### config.mk
export PLATFORM = sky130hd
export DESIGN_NAME = circ_rw_sequencer_ne
export DESIGN_NICKNAME = d
export VERILOG_FILES = /design/src/rtl/circ_rw_sequencer_ne.sv
export SDC_FILE = /design/constraint.sdc
export NUM_CORES = 1
export LEC_CHECK = 0
export BUFFER_PORTS_ARGS = -buffer_cell sky130_fd_sc_hd__buf_2
export CELL_PAD_IN_SITES_DETAIL_PLACEMENT = 1
export CELL_PAD_IN_SITES_GLOBAL_PLACEMENT = 2
export CORE_UTILIZATION = 34
export CTS_CLUSTER_SIZE = 25
export DETAILED_ROUTE_END_ITERATION = 7
export GPL_ROUTABILITY_DRIVEN = 0
export HOLD_SLACK_MARGIN = 0.1
export MAX_ROUTING_LAYER = met4
export PLACE_DENSITY = 0.87
export RECOVER_POWER = 25
export SYNTH_ARGS = -nofsm -noshare
export SYNTH_HDL_FRONTEND = slang
export SYNTH_SLANG_ARGS = --single-unit
### constraint.sdc
create_clock -name memclk -period 3.4 [get_ports memclk]
set_input_delay 0.34 -clock memclk [delete_from_list [all_inputs] [get_ports memclk]]
set_output_delay 0.34 -clock memclk [all_outputs]
set_load 0.02 [all_outputs]
### src/rtl/circ_rw_sequencer_ne.sv
// circ_rw_sequencer_ne
// Address/control sequencer in front of the column RAM for one circulant
// block. The Z column entries are read in cyclically shifted order, each word
// goes to the PE, and the PE result is written back to the address it came
// from, PROC_LAT+1 cycles after the read.
//
// Optional build macro: NE_WB_SAT_EN
//   defined     -> DIN is pe_result saturated to the signed W-bit range
//   not defined -> DIN is pe_result truncated to its low W bits
module circ_rw_sequencer_ne #(
  parameter int Z            = 511,
  parameter int W            = 6,
  parameter int COLADDR_BITS = 9,
  parameter int PROC_LAT     = 2
) (
  input  logic                    memclk,
  input  logic                    rst,
  input  logic                    start,
  input  logic [COLADDR_BITS-1:0] shift,
  output logic                    busy,
  output logic                    done,
  output logic [COLADDR_BITS-1:0] RA,
  output logic                    rd_in,
  input  logic [W-1:0]            ram_dout,
  output logic [W-1:0]            pe_data,
  output logic                    pe_valid,
  input  logic [W:0]              pe_result,
  output logic [COLADDR_BITS-1:0] WA,
  output logic                    wr_in,
  output logic [W-1:0]            DIN
);

  localparam logic [1:0] ST_IDLE  = 2'd0;
  localparam logic [1:0] ST_READ  = 2'd1;
  localparam logic [1:0] ST_DRAIN = 2'd2;
  localparam logic [1:0] ST_DONE  = 2'd3;

  // Z in a width that can hold it even when Z == 2^COLADDR_BITS, for compares
  localparam logic [COLADDR_BITS:0]   Z_W        = (COLADDR_BITS+1)'(Z);
  // Z modulo 2^COLADDR_BITS; subtracting it wraps correctly in address width
  localparam logic [COLADDR_BITS-1:0] Z_C        = COLADDR_BITS'(Z);
  localparam logic [COLADDR_BITS-1:0] LAST_IDX   = COLADDR_BITS'(Z - 1);
  localparam logic [COLADDR_BITS-1:0] DRAIN_LAST = COLADDR_BITS'(PROC_LAT);

  logic [1:0]              state;
  logic [COLADDR_BITS-1:0] idx;
  logic [COLADDR_BITS-1:0] s;
  logic [COLADDR_BITS-1:0] s_next;
  logic [COLADDR_BITS:0]   ra_sum;
  logic [COLADDR_BITS-1:0] ra_next;
  logic [W-1:0]            din_wb;

  // Read/write delay lines; stage 0 is the RAM read register stage
  logic                    v_pipe [0:PROC_LAT];
  logic [COLADDR_BITS-1:0] a_pipe [0:PROC_LAT];

  // Shift reduction and wrapped read address, using compare-and-subtract only
  always_comb begin
    s_next  = ({1'b0, shift} >= Z_W) ? (shift - Z_C) : shift;
    ra_sum  = {1'b0, idx} + {1'b0, s};
    ra_next = (ra_sum >= Z_W) ? (idx + s - Z_C) : (idx + s);
  end

  assign rd_in    = (state == ST_READ);
  assign busy     = (state == ST_READ) || (state == ST_DRAIN);
  assign done     = (state == ST_DONE);
  assign RA       = rd_in ? ra_next : '0;
  assign pe_data  = ram_dout;
  assign pe_valid = v_pipe[0];
  assign wr_in    = v_pipe[PROC_LAT];
  assign WA       = a_pipe[PROC_LAT];

  // Pass control: idx counts reads in READ and then the drain cycles in DRAIN.
  // The edge that closes DONE may already accept the next start, so
  // back-to-back passes run with no idle gap.
  always_ff @(posedge memclk or negedge rst) begin
    if (!rst) begin
      state <= ST_IDLE;
      idx   <= '0;
      s     <= '0;
    end else begin
      case (state)
        ST_IDLE: begin
          if (start) begin
            state <= ST_READ;
            idx   <= '0;
            s     <= s_next;
          end
        end
        ST_READ: begin
          if (idx == LAST_IDX) begin
            state <= ST_DRAIN;
            idx   <= '0;
          end else begin
            idx <= idx + 1'b1;
          end
        end
        ST_DRAIN: begin
          if (idx == DRAIN_LAST) begin
            state <= ST_DONE;
            idx   <= '0;
          end else begin
            idx <= idx + 1'b1;
          end
        end
        ST_DONE: begin
          if (start) begin
            state <= ST_READ;
            idx   <= '0;
            s     <= s_next;
          end else begin
            state <= ST_IDLE;
          end
        end
        default: begin
          state <= ST_IDLE;
          idx   <= '0;
        end
      endcase
    end
  end

  // Delay the read strobe and address so the write lands 1+PROC_LAT cycles later
  always_ff @(posedge memclk or negedge rst) begin
    if (!rst) begin
      for (int i = 0; i <= PROC_LAT; i++) begin
        v_pipe[i] <= 1'b0;
        a_pipe[i] <= '0;
      end
    end else begin
      v_pipe[0] <= rd_in;
      a_pipe[0] <= RA;
      for (int i = 1; i <= PROC_LAT; i++) begin
        v_pipe[i] <= v_pipe[i-1];
        a_pipe[i] <= a_pipe[i-1];
      end
    end
  end

`ifdef NE_WB_SAT_EN
  // Clamp the W+1-bit PE result into the signed W-bit range
  always_comb begin
    if (pe_result[W] != pe_result[W-1]) begin
      din_wb = pe_result[W] ? {1'b1, {(W-1){1'b0}}} : {1'b0, {(W-1){1'b1}}};
    end else begin
      din_wb = pe_result[W-1:0];
    end
  end
`else
  logic pe_sign_unused;
  assign pe_sign_unused = pe_result[W];

  // Plain truncation of the PE result to W bits
  always_comb begin
    din_wb = pe_result[W-1:0];
  end
`endif

  assign DIN = wr_in ? din_wb : '0;

endmodule

==> run metrics, run 1 <==
area of the core 8299 um^2; critical path endpoint category primary output; diode count 0; multiplexer share of the synthesized area 0.01064; relative slew slack -0.6975; Mapped Nets 334; failing checks max-capacitance violations, max-slew violations, negative setup slack; final setup vio count 9; fraction of layout cells with a size suffix above 1 0.3372; Slew Limit Fails 51; final setup TNS -742.2 ps; post-synth top area cell dfrtp_1; die area 9020 um^2; TritonCTS clock tree built; status finished, violations left; CP Class reg2out; gr ovfl total 0; post-route setup slack -157.6 ps; wire length per cell 15.14 um; largest family of logic cells by synthesized area compound AO/OA/AOI/OAI gates; Post-Route WL 6.844 mm; number of synthesized register bits 50; required time of the critical path 3060 ps; vias in the first global route 2299; Chip Height 94.98 um; post-synth top area share 0.4257; post-route ant nets 0; drt via density 5.049; maxcap violations 1; via count 2282; cell leakage power 1.669 nW; pre-CTS WS -41.39 ps; Slew @ Worst Pin 2546 ps; CTS sink cnt 50; Placed Cells 432; top post-synthesis cells by area dfrtp_1, ha_1, buf_4; number of placed I/O pins 60; Hold Vio Cnt, Final 0; Synth warnings 0; DR iter-0 viols 69; overall power 0.003627 W; Crit path arrival time 3220 ps; H-tree lvl count 2; crit-path max FO 7; fin nets 391; fraction of registers with async set/reset 1.000; DRT Pass-1 Iters 4; RSZ-0062 raised after global routing yes; Comb pwr share 0.641; hold_buf cts 0; Finished Core Util 0.4366; post-synthesis compound-gate area fraction 0.1741; initial antenna violation count 0; Worst-path clk slew 90 ps; Post-Syn Instances 289; EDFF count, synth 0; Net Sw Frac 0.4407; P&R area growth vs syn 23.29%; CTS max path bufs 2; Port Buffers 46; first-pass GRT wire length 10.92 mm; CTS Buf Count 5; share of power burned in the clock network 0.101; gr usage total 0.1610; count leader, synth dfrtp_1; cell area after synthesis 2939 um^2; final period utilization 1.046; startpoint types flop; standard-cell rows 33; min Tclk post-route 3558 ps; switching power 0.001599 W; Final Non-Filler Cells 452; skew final 6.586 ps; register area share after synthesis 0.4257; Min-Delay Path Class in2reg; Peak supply drop 299.4 uV; sequential power share 0.258; XOR/XNOR Fraction of Synth Area 0.06513; root buffer cell clkbuf_8; pwr/cell area 1001 nW/um^2; largest net degree at the start of global routing 51; top_reg_cell synth dfrtp_1; Syn Area/Cell 10.17 um^2; clk_lat worst skew 310 ps; Internal 0.002029 W; post-synthesis adder-cell area fraction 0.08770; Cell variety after synth 58; most frequent cells after synthesis dfrtp_1, nand2_1, nor2_1; simple-gate portion of the synthesized area 0.1686; Initial Utilization 0.3541; Chip Width 94.98 um; dpl hpwl 4.874 mm; fmax 281.1 MHz; DRC violation count after routing 0
[cells in the final DEF, fill, tap and decap left out, types with 4 or more instances in the layout]
| cell type | count |
|---|---|
| a211oi_1 | 4 |
| a21o_1 | 4 |
| a21oi_1 | 6 |
| and2_1 | 8 |
| and3_1 | 5 |
| buf_2 | 37 |
| buf_4 | 27 |
| buf_6 | 7 |
| clkbuf_8 | 6 |
| dfrtp_1 | 50 |
| ha_1 | 15 |
| inv_1 | 10 |
| nand2_1 | 26 |
| nand2b_1 | 4 |
| nand3_1 | 5 |
| nand4_1 | 5 |
| nor2_1 | 21 |
| nor2b_1 | 5 |
| nor3_1 | 4 |
| o21ai_0 | 17 |
| xnor2_1 | 9 |
| xor2_1 | 10 |
[final timing paths]
path                       slack (ps)  startpoint  depth (start not counted)    endpoint
setup / recovery                 -160        s[0]                         12       RA[0]
hold / removal                    320    shift[5]                          3        s[5]
setup reg to reg                  550        s[0]                         11  a_pipe[18]
hold reg to reg                   350  a_pipe[20]                          0  a_pipe[11]
max in group asynchronous        1150         rst                          1    state[1]
min in group asynchronous         810         rst                          1       wr_in
[worst max-delay path, cell delays in order (launching register included)]
cell and delay, ps:
dfrtp_1 390, ha_2 210, inv_2 40, fa_2 370, nand2b_4 160, a2111oi_2 330, a311o_1 220, nand3_2 140
o41ai_4 390, buf_6 180, xor2_1 160, and2_1 180, buf_6 130
[sequential cells by signal (all words and copies together), names as in the netlist]
| name | flops |
|---|---|
| pe_valid | 1 |
| WA | 9 |
| a_pipe | 18 |
| v_pipe | 1 |
| wr_in | 1 |
| s | 9 |
| state | 2 |
| idx | 9 |
[metrics by stage]
stage | cell area [um^2] | hold slack (ps)
final | 3623 | 323.5
after global routing | 3623 | 326.7
after CTS | 3473 | 264.1
after detailed placement | 3251 | 335.6
after global placement | 3251 | 332.3
after floorplan | 2939 | 44.41
[area by class of cell]
class	instances	area, um^2
multi-input combinational	205	1630
sequential	50	1251
clock buffer	6	82.58
tap	105	131.4
inverter	12	45.04
clock inverter	2	12.51
timing repair buffer	72	470.5
fill	935	4676
[cell families (layout without fill, tap and decap cells)]
kind of cell / count (synthesis) / after routing
muxes: 3 / 3
xor gates and xnor gates: 21 / 21
buffers and inverters: 34 / 92
DFF: 50 / 50
and+or+nand+nor: 98 / 98
adders and majority gates: 20 / 20
AOI/OAI and AO/OA: 63 / 63
[repair_timing]
action | in CTS | in global routing
resized for setup | 23 | 24
pin swaps | 10 | 12
endpoints found under the hold margin | 0 | 0
buffers inserted | 6 | 6
setup endpoints to repair | 9 | 9
cloned | 0 | 0
[power by group through the flow]
stage               sequential, W  clock (W)  combinational (W)
floorplan                0.000930          0            0.00134
global placement         0.000939          0            0.00175
detailed placement       0.000952          0            0.00181
CTS                      0.000939   0.000383            0.00202
global route             0.000963   0.000402            0.00252
finish                   0.000936   0.000366            0.00233
[metal layers]
metal	track usage	part of all wire
met1	0.1869	0.42
met2	0.2800	0.52
met3	0.03301	0.047
met4	0.04545	0.013
met5	-	0
No activity file was read; power rests on OpenSTA's default activity.
==> run 2: changes to the inputs <==
CORE_MARGIN = 2   (was not set)
==> run 2 against run 1 <==
  * The run ends with negative setup slack left
  * Die area is 4.3% higher
  * Largest cell class unchanged
  * Design area rose by 0.72%
  * Combinational power down 2%
  * Sequential share of layout area shrank 0.25 points
==> run metrics, run 2 (synthesis results as in run 1) <==
diode count 0 (unchanged); most common cell after layout, fill and taps aside dfrtp_1 (unchanged); Largest register FFs 18 (unchanged); RSZ-0062 raised after global routing yes (unchanged); Peak supply drop 284.0 uV (was 299.4 uV); DRT Pass-1 Iters 4 (unchanged); standard-cell rows 33 (unchanged); Area after DPL 3243 um^2 (was 3251 um^2); initial antenna violation count 0 (unchanged); critical path endpoint category primary output (unchanged); number of placed I/O pins 60 (unchanged); Hold Vio Cnt, Final 0 (unchanged); Worst Hold Slack 336.5 ps (was 323.5 ps); pre-CTS WS -69.84 ps (was -41.39 ps); Min-Delay Path Class in2reg (unchanged); overall power 0.003645 W (was 0.003627 W); post-route cell area 3650 um^2 (was 3623 um^2); failing checks negative setup slack (was max-capacitance violations, max-slew violations, negative setup slack); fraction of layout cells with a size suffix above 1 0.3353 (was 0.3372); drt via density 5.091 (was 5.049); most frequent cells in the layout dfrtp_1, buf_2, nand2_1 (was dfrtp_1, buf_2, buf_4); CP Class reg2out (unchanged); startpoint types flop (unchanged); Hold Path Origin shift[5] (unchanged); wire length per cell 15.15 um (was 15.14 um); CTS max path bufs 2 (unchanged); crit-path max FO 7 (unchanged); fillers 929 (was 935); Critical R2R Launch s[0] (unchanged); Port Buffers 46 (unchanged); Chip Width 96.98 um (was 94.98 um); most flop-heavy register a_pipe (unchanged); Chip Height 96.98 um (was 94.98 um); end point of the worst hold path s[5] (unchanged); post-route setup slack -13.88 ps (was -157.6 ps); DRC violation count after routing 0 (unchanged); maxcap violations 0 (was 1); CTS sink cnt 50 (unchanged); final setup vio count 4 (was 9); hold depth 3 (unchanged); Slew Limit Fails 0 (was 51); R2R setup slack 610 ps (was 550 ps); clk_lat worst skew 300 ps (was 310 ps); cell leakage power 1.691 nW (was 1.669 nW); required time of the critical path 3060 ps (about the same); final period utilization 1.004 (was 1.046); skew final 4.030 ps (was 6.586 ps); DR iter-0 viols 37 (was 69); Slew @ Worst Pin 849.5 ps (was 2546 ps); Post-Route WL 6.834 mm (was 6.844 mm); TritonCTS clock tree built (unchanged); area of the core 8299 um^2 (unchanged); gr usage total 0.1571 (was 0.1610); fmax 292.9 MHz (was 281.1 MHz); final setup TNS -35.42 ps (was -742.2 ps); post-route ant nets 0 (unchanged); reg2reg end a_pipe[21] (was a_pipe[18]); root buffer cell clkbuf_8 (unchanged); status finished, violations left (unchanged); min Tclk post-route 3414 ps (was 3558 ps); Worst-path clk slew 90 ps (about the same); die area 9404 um^2 (was 9020 um^2); vias in the first global route 2449 (was 2299); CTS Buf Count 5 (unchanged); Crit path arrival time 3070 ps (was 3220 ps); gr ovfl total 0 (unchanged); dpl hpwl 5.088 mm (was 4.874 mm); first-pass GRT wire length 11.87 mm (was 10.92 mm); via count 2296 (was 2282); fin nets 390 (was 391); depth of the most critical reg-to-reg path 12 (was 11); Initial Utilization 0.3541 (unchanged); largest net degree at the start of global routing 35 (was 51); relative slew slack 0.4337 (was -0.6975); pwr/cell area 998.6 nW/um^2 (was 1001 nW/um^2); P&R area growth vs syn 24.18% (was 23.29%); H-tree lvl count 2 (unchanged)
run 2: changes by cell type in the layout (fill, tap and decap cells not counted), moves of 2 or more:
cell,previous run,this run
buf_4,27,23
a21oi_2,0,2
a21oi_1,6,4
o41ai_2,2,0
nand3_2,2,0
buf_2,37,40
run 2: timing repair:
item                                   CTS  global route
endpoints found under the hold margin   16             0
cloned                                   0             0
buffers inserted                         9             2
resized for setup                       30            19
hold buffers                             1             0
setup endpoints to repair                9             9
pin swaps                               11             7
run 2: where the power goes:
group,switching (W),internal (W)
logic,0.00126,0.00102
registers,0.000116,0.000825
clock network,0.000196,0.000220
run 2: cell type report:
cell class / count / area, um^2 / share of cell area
multi-input cells: 205 / 1658 / 0.4542
flip-flops and latches: 50 / 1251 / 0.3428
clock buffers: 6 / 72.57 / 0.01988
repair buffers: 71 / 454.2 / 0.1244
inverters: 12 / 45.04 / 0.01234
clock inverters: 2 / 37.54 / 0.01028
well taps: 105 / 131.4 / 0.03600
run 2: how the worst max path moves through the flow:
stage	cells past startpoint	slack, ps	start	endpoint
final	12	-10	s[0]	RA[2]
after floorplan	10	90	idx[0]	RA[3]
after CTS	11	-70	s[0]	RA[7]
after detailed placement	12	-70	idx[0]	RA[3]
after global routing	11	-160	s[0]	RA[4]
after global placement	12	80	idx[0]	RA[2]
run 2: critical path, cell delays in order, from the launching register on:
cell and delay (ps):
dfrtp_1 380, ha_2 190, inv_2 40, fa_2 330, nand2b_4 170, a2111oi_4 310, a311o_1 260, nand3_4 130
o41ai_4 340, buf_6 200, a21oi_2 60, a31o_2 230, buf_6 130
run 2: per-stage QoR:
stage	instances	util
global route	451	0.4398
detailed placement	431	0.3908
CTS	449	0.4256
floorplan	289	-
finish	451	0.4398
global placement	431	0.3908
run 2: layer usage:
| metal | part of all wire | track usage | routed length (um) | vias up |
|---|---|---|---|---|
| li1 | - | - | - | 1108 |
| met1 | 0.42 | 0.1832 | 2900 | 1123 |
| met2 | 0.52 | 0.2794 | 3537 | 55 |
| met3 | 0.042 | 0.02890 | 285 | 10 |
| met4 | 0.016 | 0.04009 | 110 | 0 |
| met5 | 0 | - | 0 | - |
==> run 3: changes to the inputs <==
CORE_UTILIZATION = 25   (was 34)
PLACE_DENSITY = 0.69   (was 0.87)
==> run 3 against run 2 <==
  * The flow finishes with violations (max-capacitance violations, max-slew violations, negative setup slack)
  * Flip-flop and latch count unchanged
  * Clock-buffer cell count down 1
  * Worst hold slack better by 12 ps
  * Design area up 2.3%
  * Largest power group unchanged
  * Highest routed layer unchanged
==> run metrics, run 3 (synthesis results as in run 1) <==
status finished, violations left (unchanged); failing checks max-capacitance violations, max-slew violations, negative setup slack (was negative setup slack); CP Class reg2out (unchanged); Placed Cells 473 (was 431); startpoint types flop (unchanged); standard-cell rows 39 (was 33); Critical R2R Launch idx[4] (was s[0]); Min-Delay Path Class reg2reg (was in2reg); required time of the critical path 3060 ps (about the same); root buffer cell clkbuf_16 (was clkbuf_8); number of placed I/O pins 60 (unchanged); fmax 289.9 MHz (was 292.9 MHz); RSZ-0062 raised after global routing yes (unchanged); Largest register FFs 18 (unchanged); cell leakage power 1.724 nW (was 1.691 nW); DR iter-0 viols 82 (was 37); sequential power share 0.250 (was 0.258); most common cell after layout, fill and taps aside dfrtp_1 (unchanged); relative slew slack -0.7419 (was 0.4337); reg2reg end a_pipe[25] (was a_pipe[21]); largest net degree at the start of global routing 51 (was 35); CTS max path bufs 2 (unchanged); end point of the worst hold path a_pipe[15] (was s[5]); maxcap violations 1 (was 0); drt via density 4.566 (was 5.091); DRT Pass-1 Iters 4 (unchanged); vias in the first global route 2321 (was 2449); Initial Utilization 0.2563 (was 0.3541); final setup vio count 6 (was 4); share of power burned in the clock network 0.139 (was 0.114); post-route ant nets 0 (unchanged); fin nets 390 (unchanged); dpl hpwl 5.022 mm (was 5.088 mm); Chip Height 112.4 um (was 96.98 um); Post-Route WL 6.712 mm (was 6.834 mm); Worst-path clk slew 70 ps (was 90 ps); Internal 0.002116 W (was 0.002069 W); wire length per cell 13.73 um (was 15.15 um); TritonCTS clock tree built (unchanged); first-pass GRT wire length 11.16 mm (was 11.87 mm); diode count 0 (unchanged); R2R setup slack 620 ps (was 610 ps); H-tree lvl count 2 (unchanged); hold_buf cts 0 (was 1); via count 2233 (was 2296); Register Area 1251 um^2 (unchanged); switching power 0.001586 W (was 0.001576 W); clk_lat worst skew 290 ps (was 300 ps); Slew Limit Fails 51 (was 0); most flop-heavy register a_pipe (unchanged); Peak supply drop 644.8 uV (was 284.0 uV); most frequent cells in the layout dfrtp_1, buf_2, nand2_1 (unchanged); CTS sink cnt 50 (unchanged); Comb pwr share 0.611 (was 0.628); area of the multi-input gates 1642 um^2 (was 1658 um^2); Hold Path Origin a_pipe[24] (was shift[5]); gr ovfl total 0 (unchanged); fillers 1324 (was 929); pre-CTS WS 15.10 ps (was -69.84 ps); hold depth 0 (was 3); P&R area growth vs syn 27.08% (was 24.18%); Port Buffers 46 (unchanged); initial antenna violation count 0 (unchanged); Slew @ Worst Pin 2613 ps (was 849.5 ps); DRC violation count after routing 0 (unchanged); fraction of layout cells with a size suffix above 1 0.3353 (unchanged); overall power 0.003702 W (was 0.003645 W); skew final 5.447 ps (was 4.030 ps); Crit path arrival time 3110 ps (was 3070 ps); depth of the most critical reg-to-reg path 8 (was 12); Chip Width 112.4 um (was 96.98 um); Net Sw Frac 0.4284 (was 0.4324); min Tclk post-route 3450 ps (was 3414 ps); final period utilization 1.015 (was 1.004); crit-path max FO 7 (unchanged); Final Non-Filler Cells 489 (was 451); area of the core 11470 um^2 (was 8299 um^2); CTS Buf Count 5 (unchanged); die area 12640 um^2 (was 9404 um^2); post-route setup slack -49.71 ps (was -13.88 ps); critical path endpoint category primary output (unchanged); pwr/cell area 991.2 nW/um^2 (was 998.6 nW/um^2); Hold Vio Cnt, Final 0 (unchanged); gr usage total 0.1105 (was 0.1571)
run 3: cell types whose count changed in the layout (fill, tap and decap cells not counted), sizes merged:
cell	delta
clkinv	+1
clkbuf	-1
dlygate4sd3	-1
inv	+2
buf	+1
bufinv	-1
clkinvlp	-1
run 3: how the worst max path moves through the flow:
stage	start	end	slack, ps	depth (start not counted)
after floorplan	idx[0]	RA[3]	90	10
after global placement	s[0]	RA[4]	60	12
after detailed placement	s[0]	RA[4]	20	12
after CTS	s[0]	RA[3]	-120	12
after global routing	s[0]	RA[1]	-240	12
final	s[0]	RA[1]	-50	12
run 3: per-layer routing:
layer	part of all wire	routed length, um	vias to the layer above	GRT usage
met5	0	0	-	-
met4	0.0097	65	0	0.02764
met3	0.041	278	8	0.02106
met2	0.47	3146	51	0.1851
met1	0.48	3220	1066	0.1382
li1	-	-	1108	-
run 3: repair_timing:
| action | 4_1_cts | 5_1_grt |
|---|---|---|
| gates resized for setup | 38 | 11 |
| pin swaps | 11 | 10 |
| setup buffers | 4 | 4 |
| endpoints found under the setup margin | 9 | 9 |
| hold endpoints to repair | 0 | 0 |
run 3: final cells by class:
type                       count  share of cell area
clock buffer                   5             0.03350
clock inverter                 3            0.007035
inverter                      12             0.01206
multi-input combinational    205              0.4395
sequential                    50              0.3350
tap                          143             0.04791
timing repair buffer          71              0.1250
run 3: worst max-delay path, cell delays in order, from the launching register on:
cell and delay (ps):
dfrtp_1 370, ha_2 200, inv_2 40, fa_2 330, nand2b_4 170, a2111o_1 410, o311ai_4 110, nand3_2 170
o41ai_4 360, buf_6 190, nand3_1 90, o21ai_0 160, buf_4 200
run 3: through the flow:
stage / util / hold WS, ps / area [um^2] / TNS (ps)
after global placement: 0.2896 / 331.5 / 3321 / 0
after detailed placement: 0.2896 / 335.6 / 3321 / 0
after global routing: 0.3257 / 356.9 / 3735 / -1485
after CTS: 0.3193 / 298.5 / 3661 / -746.2
final: 0.3257 / 348.9 / 3735 / -160.7
after floorplan: - / 44.41 / 2939 / 0
run 3: power groups by stage:
| stage | Sequential, W | Combinational, W | Clock [W] |
|---|---|---|---|
| floorplan | 0.000930 | 0.00134 | 0 |
| global placement | 0.000931 | 0.00182 | 0 |
| detailed placement | 0.000944 | 0.00185 | 0 |
| CTS | 0.000932 | 0.00217 | 0.000529 |
| global route | 0.000955 | 0.00247 | 0.000554 |
| finish | 0.000926 | 0.00226 | 0.000516 |
